--- src/rtl/sprite_pkg.sv ---
// sprite_pkg
// Shared definitions for the sprite pixel engine:
//   - default parameter values for the engine
//   - sprite_attr_t: one sprite's on-screen attributes (en, x, y, frame, flip, anim)
//   - sprite_image(): builds the palette-index ROM image for a given geometry
//   - ROM_IMAGE_DEF: the ROM image at the default geometry
// ROM layout: FRAMES*SPR_H words of SPR_W*BPP bits, word = frame*SPR_H + row,
// pixel c of a word at bits [c*BPP +: BPP] (column 0 at the LSBs).
package sprite_pkg;

    localparam int SPR_W_DEF    = 16;
    localparam int SPR_H_DEF    = 16;
    localparam int BPP_DEF      = 2;
    localparam int FRAMES_DEF   = 4;
    localparam int COORD_W_DEF  = 10;
    localparam int ANIM_DIV_DEF = 8;
    localparam int FRAME_W_DEF  = (FRAMES_DEF > 1) ? $clog2(FRAMES_DEF) : 1;

    // Upper bound on the generated image; larger geometries are truncated.
    localparam int ROM_MAX_BITS = 16384;
    localparam int ROM_BITS_DEF = FRAMES_DEF * SPR_H_DEF * SPR_W_DEF * BPP_DEF;

    typedef struct packed {
        logic                   en;
        logic [COORD_W_DEF-1:0] x;
        logic [COORD_W_DEF-1:0] y;
        logic [FRAME_W_DEF-1:0] frame;
        logic                   flip;
        logic                   anim;
    } sprite_attr_t;

    // Sprite artwork: pixel(frame, row, col) = (col + 2*row + 3*frame + 1) mod 2^bpp.
    // Gives diagonal stripes with transparent pixels and a different phase per frame.
    function automatic logic [ROM_MAX_BITS-1:0] sprite_image(input int w, input int h,
                                                             input int bpp, input int frames);
        logic [ROM_MAX_BITS-1:0] img;
        int                      val;
        int                      base;
        img = '0;
        for (int f = 0; f < frames; f++) begin
            for (int r = 0; r < h; r++) begin
                for (int c = 0; c < w; c++) begin
                    val  = c + 2 * r + 3 * f + 1;
                    base = ((f * h + r) * w + c) * bpp;
                    for (int b = 0; b < bpp; b++) begin
                        if (base + b < ROM_MAX_BITS) begin
                            img[base + b] = val[b];
                        end else begin
                            img = img;
                        end
                    end
                end
            end
        end
        return img;
    endfunction

    localparam logic [ROM_BITS_DEF-1:0] ROM_IMAGE_DEF =
        ROM_BITS_DEF'(sprite_image(SPR_W_DEF, SPR_H_DEF, BPP_DEF, FRAMES_DEF));

endpackage

--- src/rtl/sprite_if.sv ---
// sprite_if
// Bundles the sprite engine's handshake and bus signals.
//   vsync_pulse                      frame-start strobe
//   attr_valid/attr_ready + attr_*   attribute write handshake
//   pix_valid, pix_x, pix_y          per-pixel query from the scan path
//   out_valid, pal, hit              lookup result to the colour mapper
// master: the side that drives attributes and queries; slave: the engine.
interface sprite_if
    import sprite_pkg::*;
#(
    parameter int COORD_W = COORD_W_DEF,
    parameter int FW      = FRAME_W_DEF,
    parameter int BPP     = BPP_DEF
);
    logic               vsync_pulse;
    logic               attr_valid;
    logic               attr_ready;
    logic               attr_en;
    logic [COORD_W-1:0] attr_x;
    logic [COORD_W-1:0] attr_y;
    logic [FW-1:0]      attr_frame;
    logic               attr_flip;
    logic               attr_anim;
    logic               pix_valid;
    logic [COORD_W-1:0] pix_x;
    logic [COORD_W-1:0] pix_y;
    logic               out_valid;
    logic [BPP-1:0]     pal;
    logic               hit;

    modport master (
        output vsync_pulse, attr_valid, attr_en, attr_x, attr_y, attr_frame,
               attr_flip, attr_anim, pix_valid, pix_x, pix_y,
        input  attr_ready, out_valid, pal, hit
    );

    modport slave (
        input  vsync_pulse, attr_valid, attr_en, attr_x, attr_y, attr_frame,
               attr_flip, attr_anim, pix_valid, pix_x, pix_y,
        output attr_ready, out_valid, pal, hit
    );
endinterface

--- src/rtl/sprite_rom.sv ---
// sprite_rom
// Read-only sprite memory with a one-cycle synchronous read.
//   clk   in   clock
//   addr  in   word address
//   data  out  word read at the previous clock edge
// The output register carries no reset so the array maps onto block RAM or
// LUT ROM; the engine qualifies the data with its own reset-cleared flags.
module sprite_rom #(
    parameter int                       DEPTH = 64,
    parameter int                       WIDTH = 32,
    parameter int                       AW    = (DEPTH > 1) ? $clog2(DEPTH) : 1,
    parameter logic [DEPTH*WIDTH-1:0]   IMAGE = '0
) (
    input  logic             clk,
    input  logic [AW-1:0]    addr,
    output logic [WIDTH-1:0] data
);
    logic [WIDTH-1:0] rom_s [DEPTH];
    logic [WIDTH-1:0] data_d;
    logic [WIDTH-1:0] data_q;

    for (genvar i = 0; i < DEPTH; i++) begin : g_word
        assign rom_s[i] = IMAGE[i*WIDTH +: WIDTH];
    end

    // Word selection for the next read.
    always_comb begin
        data_d = rom_s[addr];
    end

    // Synchronous read register.
    always_ff @(posedge clk) begin
        data_q <= data_d;
    end

    assign data = data_q;
endmodule

--- src/rtl/sprite_engine.sv ---
// sprite_engine
// One-sprite pixel engine. Holds shadow/active attribute registers with a
// vsync-synchronised commit, runs a self-timed animation frame offset, and
// answers pixel queries through a 2-stage pipeline (bounds/flip/address,
// then synchronous ROM read with output mux).
//   Clk    in   system clock
//   Reset  in   asynchronous active-high reset
//   bus    sprite_if.slave: attribute handshake, queries, results
module sprite_engine
    import sprite_pkg::*;
#(
    parameter int SPR_W    = SPR_W_DEF,
    parameter int SPR_H    = SPR_H_DEF,
    parameter int BPP      = BPP_DEF,
    parameter int FRAMES   = FRAMES_DEF,
    parameter int COORD_W  = COORD_W_DEF,
    parameter int ANIM_DIV = ANIM_DIV_DEF
) (
    input  logic     Clk,
    input  logic     Reset,
    sprite_if.slave  bus
);
    localparam int FW       = (FRAMES > 1) ? $clog2(FRAMES) : 1;
    localparam int CW       = $clog2(SPR_W);
    localparam int RW       = $clog2(SPR_H);
    localparam int DEPTH    = FRAMES * SPR_H;
    localparam int AW       = (DEPTH > 1) ? $clog2(DEPTH) : 1;
    localparam int WW       = SPR_W * BPP;
    localparam int CNT_W    = (ANIM_DIV > 1) ? $clog2(ANIM_DIV) : 1;
    localparam int DW       = COORD_W + 1;
    localparam int ROM_BITS = DEPTH * WW;
    localparam logic [ROM_BITS-1:0] ROM_IMAGE =
        ROM_BITS'(sprite_image(SPR_W, SPR_H, BPP, FRAMES));

    // Attribute and animation state
    sprite_attr_t     shadow_d, shadow_q;
    logic             shadow_full_d, shadow_full_q;
    sprite_attr_t     active_d, active_q;
    logic [CNT_W-1:0] anim_cnt_d, anim_cnt_q;
    logic [FW-1:0]    anim_off_d, anim_off_q;
    sprite_attr_t     in_attr_s;
    logic             accept_s;

    // Query pipeline
    logic [DW-1:0]    dx_s, dy_s;
    logic             inside_s;
    logic [CW-1:0]    col_s;
    logic [FW-1:0]    eff_frame_s;
    logic [AW-1:0]    addr_s;
    logic             s1_valid_d, s1_valid_q;
    logic             s1_inside_d, s1_inside_q;
    logic [CW-1:0]    s1_col_d, s1_col_q;
    logic [AW-1:0]    s1_addr_d, s1_addr_q;
    logic             s2_valid_d, s2_valid_q;
    logic             s2_inside_d, s2_inside_q;
    logic [CW-1:0]    s2_col_d, s2_col_q;
    logic [WW-1:0]    rom_data_s;
    logic [BPP-1:0]   pixel_s;
    logic [BPP-1:0]   pal_s;
    logic             hit_s;

    // Pack the incoming attribute write into the stored format.
    always_comb begin
        in_attr_s       = '0;
        in_attr_s.en    = bus.attr_en;
        in_attr_s.x     = COORD_W_DEF'(bus.attr_x);
        in_attr_s.y     = COORD_W_DEF'(bus.attr_y);
        in_attr_s.frame = FRAME_W_DEF'(bus.attr_frame);
        in_attr_s.flip  = bus.attr_flip;
        in_attr_s.anim  = bus.attr_anim;
    end

    // Attribute handshake, vsync commit and animation stepping.
    always_comb begin
        shadow_d      = shadow_q;
        shadow_full_d = shadow_full_q;
        active_d      = active_q;
        anim_cnt_d    = anim_cnt_q;
        anim_off_d    = anim_off_q;
        accept_s      = bus.attr_valid && !shadow_full_q;

        if (bus.vsync_pulse && accept_s) begin
            // A write landing on vsync bypasses the shadow entirely.
            active_d      = in_attr_s;
            shadow_full_d = 1'b0;
            anim_cnt_d    = '0;
            anim_off_d    = '0;
        end else if (bus.vsync_pulse && shadow_full_q) begin
            active_d      = shadow_q;
            shadow_full_d = 1'b0;
            anim_cnt_d    = '0;
            anim_off_d    = '0;
        end else begin
            if (accept_s) begin
                shadow_d      = in_attr_s;
                shadow_full_d = 1'b1;
            end else begin
                shadow_d      = shadow_q;
            end

            if (!active_q.anim) begin
                anim_cnt_d = '0;
                anim_off_d = '0;
            end else if (bus.vsync_pulse) begin
                if (anim_cnt_q == CNT_W'(ANIM_DIV - 1)) begin
                    anim_cnt_d = '0;
                    anim_off_d = anim_off_q + FW'(1);
                end else begin
                    anim_cnt_d = anim_cnt_q + CNT_W'(1);
                end
            end else begin
                anim_cnt_d = anim_cnt_q;
            end
        end
    end

    // Stage 1 combinational: bounds test, flipped column and ROM address.
    always_comb begin
        dx_s = {1'b0, COORD_W'(bus.pix_x)} - {1'b0, COORD_W'(active_q.x)};
        dy_s = {1'b0, COORD_W'(bus.pix_y)} - {1'b0, COORD_W'(active_q.y)};
        // Bit COORD_W is the borrow: set when the query lies left of/above the sprite.
        inside_s = active_q.en && !dx_s[COORD_W] && !dy_s[COORD_W]
                   && (dx_s < DW'(SPR_W)) && (dy_s < DW'(SPR_H));
        // SPR_W is a power of 2, so SPR_W-1-dx is the bitwise complement.
        if (active_q.flip) begin
            col_s = ~dx_s[CW-1:0];
        end else begin
            col_s = dx_s[CW-1:0];
        end
        // FRAMES is a power of 2, so the FW-bit add wraps modulo FRAMES.
        if (FRAMES == 1) begin
            eff_frame_s = '0;
        end else begin
            eff_frame_s = FW'(active_q.frame) + anim_off_q;
        end
        addr_s = AW'({eff_frame_s, dy_s[RW-1:0]});
    end

    // Next-state for both pipeline stages.
    always_comb begin
        s1_valid_d  = bus.pix_valid;
        s1_inside_d = inside_s;
        s1_col_d    = col_s;
        s1_addr_d   = addr_s;
        s2_valid_d  = s1_valid_q;
        s2_inside_d = s1_inside_q;
        s2_col_d    = s1_col_q;
    end

    // State registers for attributes, animation and pipeline flags.
    always_ff @(posedge Clk or posedge Reset) begin
        if (Reset) begin
            shadow_q      <= '0;
            shadow_full_q <= 1'b0;
            active_q      <= '0;
            anim_cnt_q    <= '0;
            anim_off_q    <= '0;
            s1_valid_q    <= 1'b0;
            s1_inside_q   <= 1'b0;
            s1_col_q      <= '0;
            s1_addr_q     <= '0;
            s2_valid_q    <= 1'b0;
            s2_inside_q   <= 1'b0;
            s2_col_q      <= '0;
        end else begin
            shadow_q      <= shadow_d;
            shadow_full_q <= shadow_full_d;
            active_q      <= active_d;
            anim_cnt_q    <= anim_cnt_d;
            anim_off_q    <= anim_off_d;
            s1_valid_q    <= s1_valid_d;
            s1_inside_q   <= s1_inside_d;
            s1_col_q      <= s1_col_d;
            s1_addr_q     <= s1_addr_d;
            s2_valid_q    <= s2_valid_d;
            s2_inside_q   <= s2_inside_d;
            s2_col_q      <= s2_col_d;
        end
    end

    sprite_rom #(
        .DEPTH (DEPTH),
        .WIDTH (WW),
        .AW    (AW),
        .IMAGE (ROM_IMAGE)
    ) u_rom (
        .clk  (Clk),
        .addr (s1_addr_q),
        .data (rom_data_s)
    );

    // Stage 2: pick the column out of the ROM word and gate by the stage flags.
    always_comb begin
        pixel_s = '0;
        for (int c = 0; c < SPR_W; c++) begin
            if (s2_col_q == CW'(c)) begin
                pixel_s = rom_data_s[c*BPP +: BPP];
            end else begin
                pixel_s = pixel_s;
            end
        end
        if (s2_valid_q && s2_inside_q) begin
            pal_s = pixel_s;
        end else begin
            pal_s = '0;
        end
        hit_s = (pal_s != '0);
    end

    assign bus.attr_ready = !shadow_full_q;
    assign bus.out_valid  = s2_valid_q;
    assign bus.pal        = pal_s;
    assign bus.hit        = hit_s;
endmodule
--- src/flat_wrapper.sv ---
// flat-port wrapper written by rule: the top's interface ports become plain ports
module sprite_engine_flat import sprite_pkg::*;
#(
    parameter int SPR_W    = SPR_W_DEF,
    parameter int SPR_H    = SPR_H_DEF,
    parameter int BPP      = BPP_DEF,
    parameter int FRAMES   = FRAMES_DEF,
    parameter int COORD_W  = COORD_W_DEF,
    parameter int ANIM_DIV = ANIM_DIV_DEF
)
  (Clk, Reset, bus_vsync_pulse, bus_attr_valid, bus_attr_en, bus_attr_x, bus_attr_y, bus_attr_frame, bus_attr_flip, bus_attr_anim, bus_pix_valid, bus_pix_x, bus_pix_y, bus_attr_ready, bus_out_valid, bus_pal, bus_hit);
  sprite_if #(.COORD_W(COORD_W), .BPP(BPP)) bus_i ();
  input  logic Clk;
  input  logic Reset;
  input wire logic [$bits(bus_i.vsync_pulse)-1:0] bus_vsync_pulse;
  input wire logic [$bits(bus_i.attr_valid)-1:0] bus_attr_valid;
  input wire logic [$bits(bus_i.attr_en)-1:0] bus_attr_en;
  input wire logic [$bits(bus_i.attr_x)-1:0] bus_attr_x;
  input wire logic [$bits(bus_i.attr_y)-1:0] bus_attr_y;
  input wire logic [$bits(bus_i.attr_frame)-1:0] bus_attr_frame;
  input wire logic [$bits(bus_i.attr_flip)-1:0] bus_attr_flip;
  input wire logic [$bits(bus_i.attr_anim)-1:0] bus_attr_anim;
  input wire logic [$bits(bus_i.pix_valid)-1:0] bus_pix_valid;
  input wire logic [$bits(bus_i.pix_x)-1:0] bus_pix_x;
  input wire logic [$bits(bus_i.pix_y)-1:0] bus_pix_y;
  output wire logic [$bits(bus_i.attr_ready)-1:0] bus_attr_ready;
  output wire logic [$bits(bus_i.out_valid)-1:0] bus_out_valid;
  output wire logic [$bits(bus_i.pal)-1:0] bus_pal;
  output wire logic [$bits(bus_i.hit)-1:0] bus_hit;
  assign bus_i.vsync_pulse = bus_vsync_pulse;
  assign bus_i.attr_valid = bus_attr_valid;
  assign bus_i.attr_en = bus_attr_en;
  assign bus_i.attr_x = bus_attr_x;
  assign bus_i.attr_y = bus_attr_y;
  assign bus_i.attr_frame = bus_attr_frame;
  assign bus_i.attr_flip = bus_attr_flip;
  assign bus_i.attr_anim = bus_attr_anim;
  assign bus_i.pix_valid = bus_pix_valid;
  assign bus_i.pix_x = bus_pix_x;
  assign bus_i.pix_y = bus_pix_y;
  assign bus_attr_ready = bus_i.attr_ready;
  assign bus_out_valid = bus_i.out_valid;
  assign bus_pal = bus_i.pal;
  assign bus_hit = bus_i.hit;
  sprite_engine #(.SPR_W(SPR_W), .SPR_H(SPR_H), .BPP(BPP), .FRAMES(FRAMES), .COORD_W(COORD_W), .ANIM_DIV(ANIM_DIV)) u_core (.Clk(Clk), .Reset(Reset), .bus(bus_i));
endmodule
--- config.mk ---
export PLATFORM = sky130hd
export DESIGN_NAME = sprite_engine_flat
export DESIGN_NICKNAME = d
export VERILOG_FILES = /design/src/rtl/sprite_pkg.sv /design/src/rtl/sprite_if.sv /design/src/rtl/sprite_rom.sv /design/src/rtl/sprite_engine.sv /design/src/flat_wrapper.sv
export SDC_FILE = /design/constraint.sdc
export NUM_CORES = 1
export LEC_CHECK = 0
export BUFFER_PORTS_ARGS = -buffer_cell sky130_fd_sc_hd__buf_4
export CAP_MARGIN = 5
export CORE_AREA = 2 2 82 163
export CTS_CLUSTER_DIAMETER = 100
export DETAILED_ROUTE_END_ITERATION = 10
export DIE_AREA = 0 0 84 165
export GPL_TIMING_DRIVEN = 1
export PLACE_DENSITY = 0.56
export RECOVER_POWER = 100
export REMOVE_ABC_BUFFERS = 1
export SLEW_MARGIN = 20
export SYNTH_ARGS = -nofsm -noshare
export SYNTH_HDL_FRONTEND = slang
export SYNTH_HIERARCHICAL = 1
export SYNTH_SLANG_ARGS = --single-unit
--- constraint.sdc ---
create_clock -name Clk -period 2.8 [get_ports Clk]
set_input_delay 0.56 -clock Clk [delete_from_list [all_inputs] [get_ports Clk]]
set_output_delay 0.56 -clock Clk [all_outputs]
set_load 0.01 [all_outputs]
==> results.py, run 1 <==
metrics = {
    "cells_and_area": {
        "nFillCells": 1255,
        "fin_area_um2": 5230,
        "final_net_count": 572,
        "final_cell_mix": "71 x dfrtp_1, 51 x buf_4, 38 x a21oi_1",
        "final_cells": 652,
        "mostFrequentLayoutCell": "dfrtp_1",
        "syn2layout_area_growth_pct": 13.7,
        "fin_util_pct": 41.6,
        "diodes": 0,
        "drive_above_1_share_pct": 22.1,
    },
    "power_and_ir_drop": {
        "leakage_nw": 2.34,
        "p_per_area_nw_per_um2": 751,
        "ir_drop_v": 0.000496,
        "clock_power_share_pct": 27.9,
        "switching_share_pct": 33.5,
        "p_sw_mw": 1.31,
        "comb_power_share_pct": 32.1,
        "cellInternalPower_mw": 2.61,
        "p_seq_share_pct": 39.9,
        "power_mw": 3.93,
    },
    "min_path": {
        "min-delay-start": "u_core/s1_inside_q",
        "whs_endpoint": "u_core/s2_inside_q",
        "hp-class": "flip-flop to flip-flop",
        "whs_path_depth": 0,
    },
    "placed_design": {
        "place_hpwl_um": 7880,
        "placed_area_um2": 4970,
        "globalplace.congestion": 0.831,
        "io_buffers": 54,
        "numPlacedInstances": 635,
    },
    "worst_setup_path": {
        "cp_slowest_cell": "mux4_2",
        "worstPathCellList": "mux4_2 -> and2_4 -> a31oi_1 -> o221ai_1 -> a21oi_1 -> o21ai_1 -> or2_1 -> buf_6",
        "worst_setup_path_end_kind": "primary output",
        "worstSetupPathType": "flip-flop to primary output",
        "r2r-start": "u_core/active_q[14]",
        "timing.rr.end": "u_core/s1_inside_q",
        "cpPeakStageDelay_ns": 0.50,
        "crit_fanout": 2,
        "startpoint_type": "flip-flop",
        "regToRegSetupSlack_ns": 0.22,
        "r2r_cells": 9,
        "required_ns": 2.24,
        "crit_arrival_ns": 2.25,
    },
    "drt": {
        "vias": 3567,
        "avgRoutedWirePerCell_um": 16.3,
        "wl_um": 10600,
        "drc": 0,
        "drt_pre_antenna_iters": 4,
        "viasPerCell": 5.47,
        "postRouteAntennaNets": 0,
        "drtIter0Drc": 133,
    },
    "floorplan": {
        "io_pins": 55,
        "coreArea_um2": 12600,
        "std_cell_rows": 58,
        "fp.dieW_um": 84,
        "die-area_um2": 13900,
        "chipHeight_um": 165,
        "start_util_pct": 36.6,
    },
    "grt": {
        "antenna_found_initial": 0,
        "grt_overflow_total": 0,
        "grt_pass1_vias": 3641,
        "gr-usage-all-layers_pct": 16.0,
        "grt_max_degree": 72,
        "grt_pass1_wl_um": 17500,
    },
    "timing": {
        "fin_ws_ns": -0.00631,
        "fin_crit_sh_pct": 100,
        "tightest_slew_ns": 1.78,
        "timing.fmax_mhz": 356,
        "setup_viol": 1,
        "rsz0062_at_grt": "yes",
        "min_period_ns": 2.81,
        "relSlewSlack_pct": -18.3,
        "slew_viol_final": 108,
        "skew_ns": 0.00837,
        "hold_violations": 0,
    },
    "logic_synthesis": {
        "syn_avg_cell_area_um2": 9.72,
        "netlist_instances": 473,
        "syn_area_um2": 4600,
        "ys_warn_count": 6,
    },
    "clock_network": {
        "cts_buffers": 9,
        "cts.htree.levels": 3,
        "clock_sinks": 77,
        "cts_buffer_depth": 2,
        "cts_tree": "done",
        "clk_pin_slew_ns": 0.06,
        "hold_buffers": 0,
        "root_buffer": "clkbuf_16",
        "clock_latency_ns": 0.33,
    },
    "status": {
        "violations": "max-capacitance violations, max-slew violations, negative setup slack",
        "status": "finished, violations left",
    },
    "flow_run": {
        "maxCapViolCount": 2,
    },
}
timing repair:
| item | 4_1_cts | 5_1_grt |
|---|---|---|
| endpoints found under the setup margin | 1 | 2 |
| gates resized for setup | 3 | 2 |
| pin swaps | 5 | 2 |
| setup buffers | 2 | 0 |
power groups by stage:
stage	logic, mW	clock network, mW	registers (mW)
floorplan	0.896	0	1.56
global placement	1.23	0	1.57
detailed placement	1.26	0	1.59
CTS	1.27	1.13	1.57
global route	1.39	1.18	1.60
finish	1.26	1.10	1.57
registers in the layout, indices dropped and copies added (netlist names), 2 cells and up:
name	flops
u_core/u_rom/data	6
u_core/shadow_q	25
u_core/s1_addr_q	3
u_core/anim_off_q	2
u_core/s1_col_q	4
u_core/s2_col_q	4
u_core/active_q	25
u_core/anim_cnt_q	3
critical path, delay by kind of cell (launching register included):
family | cells | cell delay [ns]
flip-flops | 1 | 0.36
buffers and inverters | 1 | 0.12
AO/OA/AOI/OAI | 4 | 0.57
multiplexers | 1 | 0.50
AND/OR/NAND/NOR | 2 | 0.37
final cells by class:
cell class              count  area, µm²  share of cell area, %
repair buffers             63        455                   8.71
clock buffers              12        256                   4.91
well taps                 150        188                   3.59
flip-flops and latches     77       1900                   36.3
multi-input cells         312       2270                   43.5
inverters                  34        128                   2.44
clock inverters             4       30.0                  0.574
layer usage:
layer / track usage (%) / wire, µm / up-vias / part of all wire, %
met3: 2.60 / 271 / 11 / 2.5
met5: 0 / 0 / - / 0
met1: 16.7 / 4060 / 1769 / 38
met4: 6.74 / 207 / 0 / 1.9
met2: 31.0 / 6110 / 78 / 57
li1: - / - / 1709 / -
metrics by stage:
| stage | setup TNS, ns | hold WS, ns | worst slack (ns) |
|---|---|---|---|
| final | -0.00631 | 0.340 | -0.00631 |
| after detailed placement | -0.115 | 0.336 | -0.115 |
| after CTS | -0.00327 | 0.329 | -0.00327 |
| after global routing | -0.764 | 0.344 | -0.145 |
| after global placement | -0.0792 | 0.334 | -0.0792 |
| after floorplan | 0 | 0.331 | 0.170 |
how the worst max path moves through the flow:
stage / from / endpoint / slack (ns) / cells after the start
global placement: bus_pix_x[0] / u_core/s1_inside_q / -0.08 / 11
detailed placement: bus_pix_x[0] / u_core/s1_inside_q / -0.12 / 11
CTS: u_core/s2_col_q[0] / bus_hit / -0.003 / 8
finish: u_core/s2_col_q[0] / bus_hit / -0.006 / 8
global route: u_core/s2_col_q[0] / bus_hit / -0.15 / 8
floorplan: bus_pix_x[0] / u_core/s1_inside_q / 0.17 / 10
Note: power is estimated with default switching activity, not from simulation.
==> run 2, diff against run 1 <==
Settings changed: CORE_AREA 2 2 82 163 to 2 2 110 122, DIE_AREA 0 0 84 165 to 0 0 112 124.
==> run 2 against run 1 <==
  * The flow finishes with violations (max-capacitance violations, max-slew violations)
  * Clock-buffer cell count down 1
  * Register-to-register slack better by 0.05 ns
  * Setup slack better by 0.043 ns
  * First-iteration DRC count up 21%
  * Global-route usage down 0.48 points
  * Sequential power about the same
  * Via count down 2.1%
  * Clock power up 4%
  * Maximum frequency up 1.6%
  * Die area up 0.20%
  * Clock skew down 0.0034 ns
  * Critical path depth unchanged
  * Critical path type unchanged
  * Critical endpoint unchanged
==> results.py, run 2 (synthesis results as in run 1) <==
metrics = {
    "timing": {
        "setup_viol": 0,
        "fin_crit_sh_pct": 98.7,
        "tns_ns": 0,
        "tightest_slew_ns": 1.55,
        "slew_viol_final": 64,
        "hold_slack_ns": 0.188,
        "skew_ns": 0.00493,
        "min_period_ns": 2.76,
        "relSlewSlack_pct": -3.46,
        "hold_violations": 0,
        "timing.fmax_mhz": 362,
        "rsz0062_at_grt": "yes",
    },
    "clock_network": {
        "cts_tree": "done",
        "hold_buffers": 0,
        "cts_buffer_depth": 2,
        "root_buffer": "clkbuf_16",
        "clock_latency_ns": 0.33,
        "cts.htree.levels": 3,
        "clk_pin_slew_ns": 0.06,
        "clock_sinks": 77,
        "cts_buffers": 9,
        "cts.repair.resized": 0,
    },
    "status": {
        "violations": "max-capacitance violations, max-slew violations",
        "status": "finished, violations left",
    },
    "cells_and_area": {
        "nFillCells": 1267,
        "multi_input_area_um2": 2270,
        "regArea_um2": 1900,
        "diodes": 0,
        "final_net_count": 572,
        "drive_above_1_share_pct": 22.4,
        "final_cell_mix": "71 x dfrtp_1, 56 x buf_4, 38 x a21oi_1",
        "mostFrequentLayoutCell": "dfrtp_1",
        "syn2layout_area_growth_pct": 14.1,
    },
    "grt": {
        "met3_usage_pct": 3.07,
        "globalRouteMet1Util_pct": 19.7,
        "grt_max_degree": 64,
        "top_usage_layer": "met2",
        "grt_pass1_vias": 3505,
        "met2_usage_pct": 26.4,
        "antenna_found_initial": 0,
        "grt_pass1_wl_um": 17000,
        "grt_overflow_total": 0,
        "gr-usage-all-layers_pct": 15.5,
    },
    "flow_run": {
        "maxCapViolCount": 1,
    },
    "worst_setup_path": {
        "crit_fanout": 9,
        "cpPeakStageDelay_ns": 0.48,
        "cp_slowest_cell": "mux4_2",
        "worst_setup_path_end_kind": "primary output",
        "worst-path-buf-inv": 1,
        "worstPathCellList": "mux4_2 -> and2_1 -> a31oi_1 -> o221ai_1 -> a21oi_1 -> o21ai_1 -> or2_1 -> buf_4",
        "required_ns": 2.24,
        "cp_top_family": "compound AO/OA/AOI/OAI gates",
        "crit_arrival_ns": 2.20,
        "startpoint_type": "flip-flop",
        "worstSetupPathType": "flip-flop to primary output",
    },
    "power_and_ir_drop": {
        "p_per_area_nw_per_um2": 752,
        "leakage_nw": 2.36,
        "power_mw": 3.94,
        "ir_drop_v": 0.000338,
    },
    "drt": {
        "drtIter0Drc": 161,
        "vias": 3493,
        "drc": 0,
        "viasPerCell": 5.31,
        "postRouteAntennaNets": 0,
        "avgRoutedWirePerCell_um": 15.5,
        "drt_pre_antenna_iters": 4,
        "wl_um": 10200,
    },
    "floorplan": {
        "io_pins": 55,
        "coreArea_um2": 12600,
        "chipHeight_um": 124,
        "std_cell_rows": 43,
        "fp.dieW_um": 112,
        "die-area_um2": 13900,
        "start_util_pct": 36.5,
    },
    "min_path": {
        "hp-class": "input pin to asynchronous set/reset pin",
    },
    "placed_design": {
        "io_buffers": 54,
        "globalplace.congestion": 0.828,
        "place_hpwl_um": 7250,
    },
}
[run 2: cell count changes in the layout (fill, tap and decap cells not counted), sizes merged]
cell and change:
buf +3, bufinv +1, clkbuf -4, clkinv +1, clkinvlp -1, inv -1
[run 2: timing repair]
| action | in CTS | in global routing |
|---|---|---|
| setup buffers | 1 | 0 |
| cloned | 0 | 0 |
| pin swaps | 5 | 2 |
| endpoints found under the setup margin | 1 | 2 |
[run 2: final cells by class]
class                           instances  area share (%)
Inverter                               34            2.43
Multi-Input combinational cell        312            43.3
Clock buffer                           11            4.63
Sequential cell                        77            36.2
Clock inverter                          4           0.930
Tap cell                              157            3.75
Timing Repair Buffer                   63            8.78
[run 2: worst paths after layout]
check                                      start                  to  slack (ns)  cells after the start
max reg2reg                  u_core/active_q[14]  u_core/s1_inside_q        0.27                      9
min reg2reg                   u_core/s1_col_q[0]  u_core/s2_col_q[0]        0.35                      0
min in group Clk              u_core/s1_col_q[0]  u_core/s2_col_q[0]        0.35                      0
max in group asynchronous                  Reset  u_core/s1_col_q[1]        0.80                      3
min                                        Reset  u_core/s1_inside_q        0.19                      2
max                        u_core/u_rom/data[28]             bus_hit        0.04                      8
[run 2: per-layer routing]
layer  wire length (µm)  vias to the layer above
met5                  0                        -
met4                146                        0
met3                395                       10
met2               5020                       74
met1               4610                     1693
li1                   -                     1716
[run 2: where the power goes]
group          internal, mW  total, mW  switching, mW
clock network         0.707       1.14          0.431
registers              1.35       1.57          0.213
logic                 0.603       1.24          0.635
[run 2: stage by stage]
step / setup WS, ns / util (%) / instance area (µm²) / instances
detailed placement: -0.0864 / 39.6 / 4980 / 642
global route: -0.128 / 41.7 / 5250 / 658
global placement: -0.0523 / 39.6 / 4980 / 642
finish: 0.0369 / 41.7 / 5250 / 658
CTS: 0.0108 / 42.0 / 5280 / 658
floorplan: 0.170 / - / 4310 / 423
==> run 3, diff against run 2 <==
Settings changed: GPL_TIMING_DRIVEN 1 to 0, PLACE_DENSITY 0.56 to default, PLACE_DENSITY_LB_ADDON from default to 0.15.
==> run 3 against run 2 <==
  * Sequential share of layout area hardly changed
  * Register-to-register slack worse by 0.04 ns
  * Clock power hardly changed
  * Setup slack worse by 0.037 ns
  * Utilization is 0.16 points higher
  * Critical path depth stayed put
  * The flow now finishes without violations
  * Clock skew is 0.0036 ns higher
  * Wire length is 1.4% higher
==> results.py, run 3 (synthesis results as in run 1) <==
metrics = {
    "drt": {
        "postRouteAntennaNets": 0,
        "wl_met1_um": 4730,
        "wl_met3_um": 379,
        "wl_um": 10300,
        "drtIter0Drc": 243,
        "avgRoutedWirePerCell_um": 15.8,
        "top_layer": "met4",
        "dr_wl_met2_um": 5030,
        "vias": 3478,
        "viasPerCell": 5.32,
        "drc": 0,
        "drt_pre_antenna_iters": 5,
    },
    "worst_setup_path": {
        "crit_fanout": 2,
        "cp_slowest_cell": "mux4_2",
        "regToRegSetupSlack_ns": 0.23,
        "required_ns": 2.24,
        "cp_top_family": "compound AO/OA/AOI/OAI gates",
        "timing.rr.end": "u_core/s1_inside_q",
        "worstSetupPathType": "flip-flop to primary output",
        "worst-path-buf-inv": 1,
        "r2r-start": "u_core/active_q[14]",
        "crit_arrival_ns": 2.24,
        "r2r_cells": 9,
        "startpoint_type": "flip-flop",
        "worstPathCellList": "mux4_2 -> and2_4 -> a31oi_4 -> o221ai_1 -> a21oi_1 -> o21ai_2 -> or2_1 -> buf_6",
        "worst_setup_path_end_kind": "primary output",
        "cpPeakStageDelay_ns": 0.49,
    },
    "placed_design": {
        "place_ws_ns": -0.167,
        "numPlacedInstances": 635,
        "place_hpwl_um": 7190,
        "io_buffers": 54,
        "globalplace.congestion": 0.816,
    },
    "power_and_ir_drop": {
        "leakage_nw": 2.34,
        "cellInternalPower_mw": 2.69,
        "p_seq_share_pct": 39.8,
        "ir_drop_v": 0.000347,
        "clock_power_share_pct": 29.1,
        "p_sw_mw": 1.32,
        "comb_power_share_pct": 31.1,
        "p_per_area_nw_per_um2": 763,
        "switching_share_pct": 33.0,
        "power_mw": 4.02,
    },
    "timing": {
        "hold_violations": 0,
        "fin_crit_sh_pct": 100,
        "relSlewSlack_pct": 2.52,
        "rsz0062_at_grt": "yes",
        "skew_ns": 0.00856,
        "hold_slack_ns": 0.347,
        "min_period_ns": 2.80,
        "tightest_slew_ns": 1.45,
        "fin_ws_ns": 0.000232,
        "slew_viol_final": 0,
        "setup_viol": 0,
        "timing.fmax_mhz": 357,
    },
    "grt": {
        "antenna_found_initial": 0,
        "grt_pass1_vias": 3505,
        "grt_max_degree": 50,
        "grt_pass1_wl_um": 17400,
        "grt_overflow_total": 0,
        "gr-usage-all-layers_pct": 15.9,
    },
    "clock_network": {
        "cts_buffers": 9,
        "cts_buffer_depth": 2,
        "clock_latency_ns": 0.34,
        "hold_buffers": 0,
        "cts.htree.levels": 3,
        "clk_pin_slew_ns": 0.06,
        "clock_sinks": 77,
        "root_buffer": "clkbuf_16",
        "cts_tree": "done",
    },
    "cells_and_area": {
        "final_cells": 654,
        "nFillCells": 1274,
        "final_cell_mix": "68 x dfrtp_1, 52 x buf_4, 38 x a21oi_1",
        "regArea_um2": 1900,
        "final_net_count": 567,
        "mostFrequentLayoutCell": "dfrtp_1",
        "diodes": 0,
        "drive_above_1_share_pct": 23.1,
        "multi_input_area_um2": 2310,
        "syn2layout_area_growth_pct": 14.5,
    },
    "flow_run": {
        "maxCapViolCount": 0,
    },
    "floorplan": {
        "coreArea_um2": 12600,
        "die-area_um2": 13900,
        "start_util_pct": 36.5,
        "io_pins": 55,
        "std_cell_rows": 43,
        "chipHeight_um": 124,
        "fp.dieW_um": 112,
    },
    "min_path": {
        "hp-class": "flip-flop to flip-flop",
        "min-delay-start": "u_core/s1_col_q[2]",
        "whs_path_depth": 0,
        "whs_endpoint": "u_core/s2_col_q[2]",
    },
    "status": {
        "status": "complete, no violations",
    },
}
## run 3: stage by stage
| stage | TNS, ns | area (µm²) | util (%) |
|---|---|---|---|
| CTS | -0.00671 | 5270 | 41.8 |
| global placement | -66.26 | 4910 | 39.0 |
| floorplan | 0 | 4310 | - |
| global route | -0.0844 | 5270 | 41.8 |
| finish | 0 | 5270 | 41.8 |
| detailed placement | -0.167 | 4940 | 39.2 |
## run 3: power by group through the flow
stage | Clock (mW) | Combinational, mW | Sequential, mW
3_5_place_dp | 0 | 1.16 | 1.64
4_1_cts | 1.20 | 1.23 | 1.59
5_1_grt | 1.27 | 1.39 | 1.64
3_3_place_gp | 0 | 1.12 | 1.62
6_report | 1.17 | 1.25 | 1.60
2_1_floorplan | 0 | 0.896 | 1.56
## run 3: timing repair
item,4_1_cts,5_1_grt
resized for setup,4,5
endpoints found under the setup margin,2,2
pin swaps,5,2
hold endpoints to repair,0,0
buffers inserted,3,0
## run 3: worst max path at each step
stage / startpoint / endpoint / cells after the start / slack, ns
final: u_core/s2_col_q[0] / bus_hit / 8 / 0.0002
after global routing: u_core/s2_col_q[0] / bus_hit / 8 / -0.08
after CTS: u_core/s2_col_q[0] / bus_hit / 8 / -0.007
after detailed placement: bus_pix_x[0] / u_core/s1_inside_q / 11 / -0.17
after global placement: bus_attr_valid / u_core/shadow_q[7] / 4 / -0.89
after floorplan: bus_pix_x[0] / u_core/s1_inside_q / 10 / 0.17
## run 3: final cells by class
cell class	count	area share, %
clock buffers	12	4.68
clock inverters	4	0.927
inverters	34	2.45
multi-input cells	312	43.9
flip-flops and latches	77	36.2
well taps	157	3.73
repair buffers	58	8.15
## run 3: metal layers
layer	vias to the layer above	GRT usage (%)
met5	-	0
met4	0	6.10
met3	11	3.50
met2	70	27.2
met1	1691	19.9
li1	1706	-
